**src/rtl/palette_stage_if.sv**
```systemverilog
// Palette write port: requester drives address/data/request, the palette stage answers with ready.
interface palette_stage_if #(
  parameter int CBITS = 4,
  parameter int DW    = 6
);
  logic              wr_req;
  logic [CBITS-1:0]  wr_addr;
  logic [3*DW-1:0]   wr_data;
  logic              wr_ready;

  modport master (output wr_req, wr_addr, wr_data, input wr_ready);
  modport slave  (input wr_req, wr_addr, wr_data, output wr_ready);
endinterface

```
**src/rtl/palette_stage.sv**
```systemverilog
// Writable palette output stage: self-initialising grey-ramp RAM, two-stage pixel pipeline on ce_pix,
// tear-free single-entry write holding register and optional monochrome luma output.
module palette_stage #(
  parameter int CBITS = 4,
  parameter int DW    = 6,
  parameter int SAFE  = 1
) (
  input  logic             clock,
  input  logic             reset,
  input  logic             ce_pix,
  input  logic             de,
  input  logic [CBITS-1:0] color,
  input  logic             hsync,
  input  logic             vsync,
  input  logic             mono,
  palette_stage_if.slave   wr,
  output logic             init_done,
  output logic [3*DW-1:0]  rgb,
  output logic             hsync_o,
  output logic             vsync_o,
  output logic             de_o
);
  localparam int STAGES = 2;
  localparam int NENT   = 1 << CBITS;
  localparam int EW     = 3 * DW;

  typedef enum logic {INIT, RUN} state_t;
  typedef struct packed {
    logic [CBITS-1:0] addr;
    logic [EW-1:0]    data;
  } wr_hold_t;

  state_t           state;
  logic [CBITS-1:0] init_cnt;
  logic             pending;
  wr_hold_t         hold;
  logic             commit;

  logic [EW-1:0]    ram [NENT];
  logic [STAGES:1]  vld_pipe, hs_pipe, vs_pipe;
  logic [CBITS-1:0] s1_color;
  logic [EW-1:0]    s2_data;
  logic             s2_mono;

  // Grey ramp: the index bits repeated MSB-first until DW bits are filled.
  function automatic logic [DW-1:0] ramp(input logic [CBITS-1:0] k);
    logic [DW-1:0] ch;
    for (int i = 0; i < DW; i++) ch[DW-1-i] = k[CBITS-1-(i % CBITS)];
    return ch;
  endfunction

  assign wr.wr_ready = init_done & ~pending;
  assign commit      = pending & ((SAFE == 0) | ~de);

  always_ff @(posedge clock) begin
    if (reset) begin
      state     <= INIT;
      init_cnt  <= '0;
      init_done <= 1'b0;
      pending   <= 1'b0;
    end else begin
      case (state)
        INIT: begin
          init_cnt <= init_cnt + 1'b1;
          if (init_cnt == CBITS'(NENT - 1)) begin
            state     <= RUN;
            init_done <= 1'b1;
          end
        end
        RUN: begin
          if (commit)
            pending <= 1'b0;
          else if (wr.wr_req && wr.wr_ready) begin
            pending <= 1'b1;
            hold    <= '{addr: wr.wr_addr, data: wr.wr_data};
          end
        end
      endcase
    end
  end

  // Read-before-write: a same-address read on a commit edge sees the old entry.
  always_ff @(posedge clock) begin
    if (!reset && state == INIT)
      ram[init_cnt] <= {3{ramp(init_cnt)}};
    else if (!reset && commit)
      ram[hold.addr] <= hold.data;
    if (ce_pix)
      s2_data <= ram[s1_color];
  end

  always_ff @(posedge clock) begin
    if (reset) begin
      vld_pipe <= '0;
      hs_pipe  <= '0;
      vs_pipe  <= '0;
      s1_color <= '0;
      s2_mono  <= 1'b0;
    end else if (ce_pix) begin
      vld_pipe <= {vld_pipe[STAGES-1:1], de};
      hs_pipe  <= {hs_pipe[STAGES-1:1], hsync};
      vs_pipe  <= {vs_pipe[STAGES-1:1], vsync};
      s1_color <= color;
      s2_mono  <= mono;
    end
  end

  logic [DW-1:0] ch_r, ch_g, ch_b, luma;
  logic [DW+2:0] luma_sum;

  // 2R + 5G + B never exceeds 8*(2^DW-1), so the shifted sum always fits DW bits.
  assign {ch_r, ch_g, ch_b} = s2_data;
  assign luma_sum = {2'b00, ch_r, 1'b0} + {1'b0, ch_g, 2'b00} + {3'b000, ch_g} + {3'b000, ch_b};
  assign luma     = luma_sum[DW+2:3];

  always_comb begin
    rgb = '0;
    if (vld_pipe[STAGES])
      rgb = s2_mono ? {3{luma}} : s2_data;
  end

  assign hsync_o = hs_pipe[STAGES];
  assign vsync_o = vs_pipe[STAGES];
  assign de_o    = vld_pipe[STAGES];
endmodule

```
**src/flat_wrapper.sv**
```systemverilog
// flat-port wrapper written by rule: the top's interface ports become plain ports
module palette_stage_flat 
#(
  parameter int CBITS = 4,
  parameter int DW    = 6,
  parameter int SAFE  = 1
)
  (clock, reset, ce_pix, de, color, hsync, vsync, mono, init_done, rgb, hsync_o, vsync_o, de_o, wr_wr_req, wr_wr_addr, wr_wr_data, wr_wr_ready);
  palette_stage_if #(.CBITS(CBITS), .DW(DW)) wr_i ();
  input  logic clock;
  input  logic reset;
  input  logic ce_pix;
  input  logic de;
  input  logic [CBITS-1:0] color;
  input  logic hsync;
  input  logic vsync;
  input  logic mono;
  output logic init_done;
  output logic [3*DW-1:0] rgb;
  output logic hsync_o;
  output logic vsync_o;
  output logic de_o;
  input wire logic [$bits(wr_i.wr_req)-1:0] wr_wr_req;
  input wire logic [$bits(wr_i.wr_addr)-1:0] wr_wr_addr;
  input wire logic [$bits(wr_i.wr_data)-1:0] wr_wr_data;
  output wire logic [$bits(wr_i.wr_ready)-1:0] wr_wr_ready;
  assign wr_i.wr_req = wr_wr_req;
  assign wr_i.wr_addr = wr_wr_addr;
  assign wr_i.wr_data = wr_wr_data;
  assign wr_wr_ready = wr_i.wr_ready;
  palette_stage #(.CBITS(CBITS), .DW(DW), .SAFE(SAFE)) u_core (.clock(clock), .reset(reset), .ce_pix(ce_pix), .de(de), .color(color), .hsync(hsync), .vsync(vsync), .mono(mono), .wr(wr_i), .init_done(init_done), .rgb(rgb), .hsync_o(hsync_o), .vsync_o(vsync_o), .de_o(de_o));
endmodule
```
**config.mk**
```make
export PLATFORM = sky130hd
export DESIGN_NAME = palette_stage_flat
export DESIGN_NICKNAME = d
export VERILOG_FILES = /design/src/rtl/palette_stage_if.sv /design/src/rtl/palette_stage.sv /design/src/flat_wrapper.sv
export SDC_FILE = /design/constraint.sdc
export NUM_CORES = 1
export LEC_CHECK = 0
export ABC_AREA = 1
export CAP_MARGIN = 20
export CORE_ASPECT_RATIO = 1.25
export CORE_UTILIZATION = 59
export CTS_CLUSTER_DIAMETER = 150
export DETAILED_ROUTE_END_ITERATION = 16
export DONT_BUFFER_PORTS = 1
export PLACE_DENSITY = 0.8
export SYNTH_ARGS = -nofsm -noshare
export SYNTH_HDL_FRONTEND = slang
export SYNTH_SLANG_ARGS = --single-unit
```
**constraint.sdc**
```tcl
create_clock -name clock -period 3.95 [get_ports clock]
set_clock_uncertainty 0.15 [all_clocks]
set_input_delay 0.5925 -clock clock [delete_from_list [all_inputs] [get_ports clock]]
set_output_delay 0.5925 -clock clock [all_outputs]
set_load 0.01 [all_outputs]
```
Word-level counts from Yosys, hierarchy flattened:

Memory sizes are Yosys's and may differ from the RTL's. A register that Yosys moved wholly into a read port is not among the register bits.
Index checks and enable logic that the tools add are counted.

* bits in writable memories: 288
* output and inout bits: 23
* memories kept: 1
* flip-flop bits (word level): 40
* memory bits (read-only): 0
* latch bits: 0
* input bits: 34

Memories
* u_core.ram: depth 16, bits a word 18, read ports 1, clocked after memory_dff 1, write ports 1, line palette_stage.sv:39 `logic [EW-1:0] ram [NENT];`

* div/mod/pow operators: 0
* multipliers: 0
* order comparisons: 0
* shift operators: 0
* reductions and logical operators: 9
* bitwise gates (word level): 7
* muxes and demuxes: 14
* equal/unequal tests: 1
* add/subtract/negate cells: 4

Operators by type and width (number)
* two-way mux 18 bit: 3
* adder 9 x 6 -> 9 bit: 2
* OR reduction 18 bit: 1
* two-way mux 1 bit: 10
* adder 7 x 8 -> 9 bit: 1
* NOT 1 bit: 5
* adder 4 x 1 -> 4 bit, second input constant: 1
* equality test 4 bit, second input constant: 1
* two-way mux 4 bit: 1
* AND reduction 2 bit: 2
* AND reduction 4 bit: 1
* logical AND 1 bit: 3
* bitwise AND 1 bit: 2
* nonzero test 2 bit: 1
* zero test 1 bit: 1

Longest topological paths before layout:

* word-level depth: 8
* gate-level depth with buffers: 14
* mapped depth without buffers: 14

Worst setup path after synthesis:

OpenSTA, ideal clock, no wires.

* path type: register to output
* from: register u_core.s2_data[8], read port of u_core.ram
* to: output rgb[15]
* path slack: 0.612 ns
* cell stages (with the launch flop): 14
* buffers on the path: 0
* arrival: 2.595 ns
* cells stage by stage: edfxtp_1 -> inv_1 -> fa_1 -> fa_1 -> inv_1 -> nand2_1 -> nor2_1 -> fa_1 -> nand2_1 -> nand3_1 -> nand2_1 -> nor2_1 -> o21ai_0 -> nor2_1

* longest elaborated chain between the ends: 5

Ends and longest elaborated chain
* from (decl): line palette_stage.sv:42 `logic [EW-1:0] s2_data;`
* adder 7 x 8 -> 9 bit: line palette_stage.sv:113 `assign luma_sum = {2'b00, ch_r, 1'b0} + {1'b0, ch_g, 2'b00} + {3'b000, ch_g} + {3'b000, ch_b};`
* adder 9 x 6 -> 9 bit * (2 in a row): line palette_stage.sv:113
* two-way mux 18 bit *: line palette_stage.sv:119 `rgb = s2_mono ? {3{luma}} : s2_data;`
* two-way mux 18 bit *: line palette_stage.sv:118 `if (vld_pipe[STAGES])`
* to (decl): line flat_wrapper.sv:19 `output logic [3*DW-1:0] rgb;`

Mark *: on every way between the ends. The rest lies on a longest branch, timed or not.

Worst setup path after layout:

* from: register u_core.s2_data[7], read port of u_core.ram
* to: output rgb[15]

Same word-level chain as after synthesis.

==> results.json <==
{
  "status": "finished clean",
  "yosysSeqAreaShare_pct": 69.7,
  "cts_sinks": 346,
  "clk_transition_reported_paths_ps": 60,
  "syn_inst": 1244,
  "core_sq_um": 24400,
  "cp-end-kind": "output pin",
  "antenna_left": 0,
  "hpwlAfterDp_um": 19500,
  "wl_um": 33200,
  "die_h_um": 178,
  "final-setup-viol-count": 0,
  "worstPathRequired_ps": 3210,
  "fin_cells": 1628,
  "cts_made_buffers": 34,
  "worstPathMaxFanout": 3,
  "power.leakage_uw": 0.00626,
  "drive_above_1_share_pct": 12.6,
  "hold_slack_ps": 20.4,
  "cts-root-buf": "clkbuf_16",
  "floorplan.initialDensity_pct": 59.9,
  "routabilityCongestion": 0.793,
  "dieArea_sq_um": 25500,
  "area_delta_synth_final_pct": 12.9,
  "h-tree-depth": 2,
  "maxCapViolations": 0,
  "utilization_pct": 67.7,
  "synthDistinctLibCells": 26,
  "dieWidth_um": 143,
  "cp-start-kind": "flop",
  "ys_warn_count": 0,
  "finalNetCount": 1326,
  "cts_tree": "done",
  "track_usage_pct": 26.1,
  "max_clock_freq_ghz": 0.255,
  "worstPathArrival_ps": 3170,
  "portBuffers": 0,
  "n_fill_cell": 1594,
  "worst_ir_drop_vdd_v": 0.000387,
  "worstHoldPathType": "in -> reg",
  "clkLatencyLatePin_ps": 510,
  "synth_compound_area_share_pct": 10.9,
  "avgSynthCellArea_sq_um": 11.8,
  "ys_ff_latch": 346,
  "antenna_found_initial": 0,
  "worst_pin_slew_ps": 928,
  "drcViolationCount": 0,
  "maxSlewHeadroom_pct": 37.7,
  "timing.final.crit_share_pct": 99.2,
  "seqCellArea_sq_um": 10200,
  "multi_input_area_sq_um": 3450,
  "synth_area_sq_um": 14600,
  "first_iter_violations": 950,
  "final.setup.tns_ps": 0,
  "slew_viol_final": 0,
  "wl_per_cell_um": 20.4,
  "muxShareOfSynthArea_pct": 0,
  "io_pins": 57,
  "synth_nets": 1297,
  "firstDrtPassIters": 8,
  "hold_viol": 0,
  "path_class": "reg -> out",
  "grt_overflow_total": 0,
  "synthXorXnorAreaFrac_pct": 0.0598,
  "viasPerCell": 5.91,
  "num_antenna_cells": 0,
  "regToRegSetupSlack_ps": 1150,
  "period_minus_slack_ps": 3920,
  "synth_fa_ha_area_share_pct": 2.14,
  "placedCellCount": 1560,
  "synthSimpleGateAreaFrac_pct": 9.42,
  "grt_pass1_wl_um": 48500,
  "synth_top_family_by_area": "compound AO/OA/AOI/OAI gates",
  "grt_pass1_vias": 8938,
  "clockBufferDepth": 3,
  "p_per_area_nw_per_um2": 506,
  "grt_setup_unrepaired": "yes",
  "routed-via-count": 9619,
  "grt_max_degree": 119,
  "rows": 64
}
[state kept, by name (all words and copies together) (netlist names)]
name	count
u_core.init_done	1
u_core.hold	22
u_core.init_cnt	4
u_core.s2_mono	1
u_core.vs_pipe	2
u_core.hs_pipe	2
u_core.ram	288
u_core.state	1
u_core.vld_pipe	2
u_core.s1_color	4
u_core.pending	1
u_core.s2_data	18
[layout make-up]
| type | count | share of cell area [%] |
|---|---|---|
| sequential | 346 | 61.8 |
| multi-input combinational | 613 | 20.9 |
| clock buffer | 47 | 5.63 |
| inverter | 221 | 5.02 |
| timing repair buffer | 57 | 3.10 |
| tap | 330 | 2.50 |
| clock inverter | 14 | 1.04 |
[through the flow]
stage	cell area (sq um)	setup slack, ps	power [uW]
floorplan	14600	612	4840
global placement	15200	476	5030
detailed placement	15200	429	5080
CTS	16400	3.86	8260
global route	16500	-93.8	8630
finish	16500	33.4	8370
[worst paths after layout]
check	to	from	depth (start not counted)
max	rgb[15]	u_core.s2_data[7]$_DFFE_PP_	12
min	u_core.hold[21]$_DFFE_PP_	wr_wr_addr[3]	0
max reg2reg	u_core.ram[9][2]$_DFFE_PP_	u_core.pending$_SDFFE_PP0P_	9
min reg2reg	u_core.vs_pipe[2]$_SDFFE_PP0P_	u_core.vs_pipe[1]$_SDFFE_PP0P_	2
[layer usage]
metal / global-route usage, % / vias to the layer above / wire [um] / part of all wire [%]
li1: - / 4368 / - / -
met5: 0 / - / 0 / 0
met4: 13.6 / 0 / 1610 / 4.9
met2: 44.2 / 498 / 16600 / 50
met3: 4.59 / 118 / 2800 / 8.4
met1: 32.0 / 4635 / 12200 / 37
[where the power goes]
| part | internal [uW] | total, uW | switching (uW) | leakage [uW] |
|---|---|---|---|---|
| clock | 1910 | 3230 | 1310 | 0.000536 |
| combinational | 326 | 981 | 655 | 0.00253 |
| sequential | 4100 | 4160 | 58.7 | 0.00320 |
[cell usage after synthesis, drive strengths merged]
library cell | instances | area [sq um]
a21oi | 89 | 445
a221oi | 1 | 8.76
buf | 46 | 241
clkbuf | 18 | 67.6
clkinv | 1 | 3.75
dfxtp | 18 | 360
edfxtp | 328 | 9850
fa | 10 | 200
ha | 9 | 113
inv | 220 | 826
nand2 | 128 | 498
nand3 | 122 | 623
nand4 | 1 | 6.26
nor2 | 65 | 251
o211ai | 72 | 541
o21ai | 115 | 598
xor2 | 1 | 8.76
[worst max-delay path, cell delays in order, from the launching register on]
cell and delay (ps):
edfxtp_1 390, inv_2 80, fa_1 510, fa_1 540, inv_2 50, fa_2 390, nand2_2 100, nand3_2 90
nand2_2 90, nand2_2 60, nand2_2 80, o21ai_4 110, nor2_4 160
[placed cells by master, fill, tap and decap left out, types with 11 or more instances in the layout]
cell and count:
nor2_1 36, buf_4 49, nand3_1 118, nor2_2 22
nand2_2 11, a21oi_1 89, inv_1 212, clkbuf_16 35
edfxtp_1 328, dfxtp_1 16, clkbuf_1 11, nand2_1 116
o21ai_0 109, o211ai_1 72
[cell families after synthesis]
family | count (synthesis)
xor gates and xnor gates | 1
buffers and inverters | 285
and+or+nand+nor | 316
AOI/OAI and AO/OA | 277
DFF | 346
adders and majority gates | 19
[what timing repair did]
item                                    CTS  global route
buffers inserted                          2             3
endpoints found under the setup margin    8            18
pin swaps                                 5            13
endpoints found under the hold margin     4             0
gates resized for setup                  13            24
hold buffers                              1             0
Note: power is estimated with default switching activity, not from simulation.
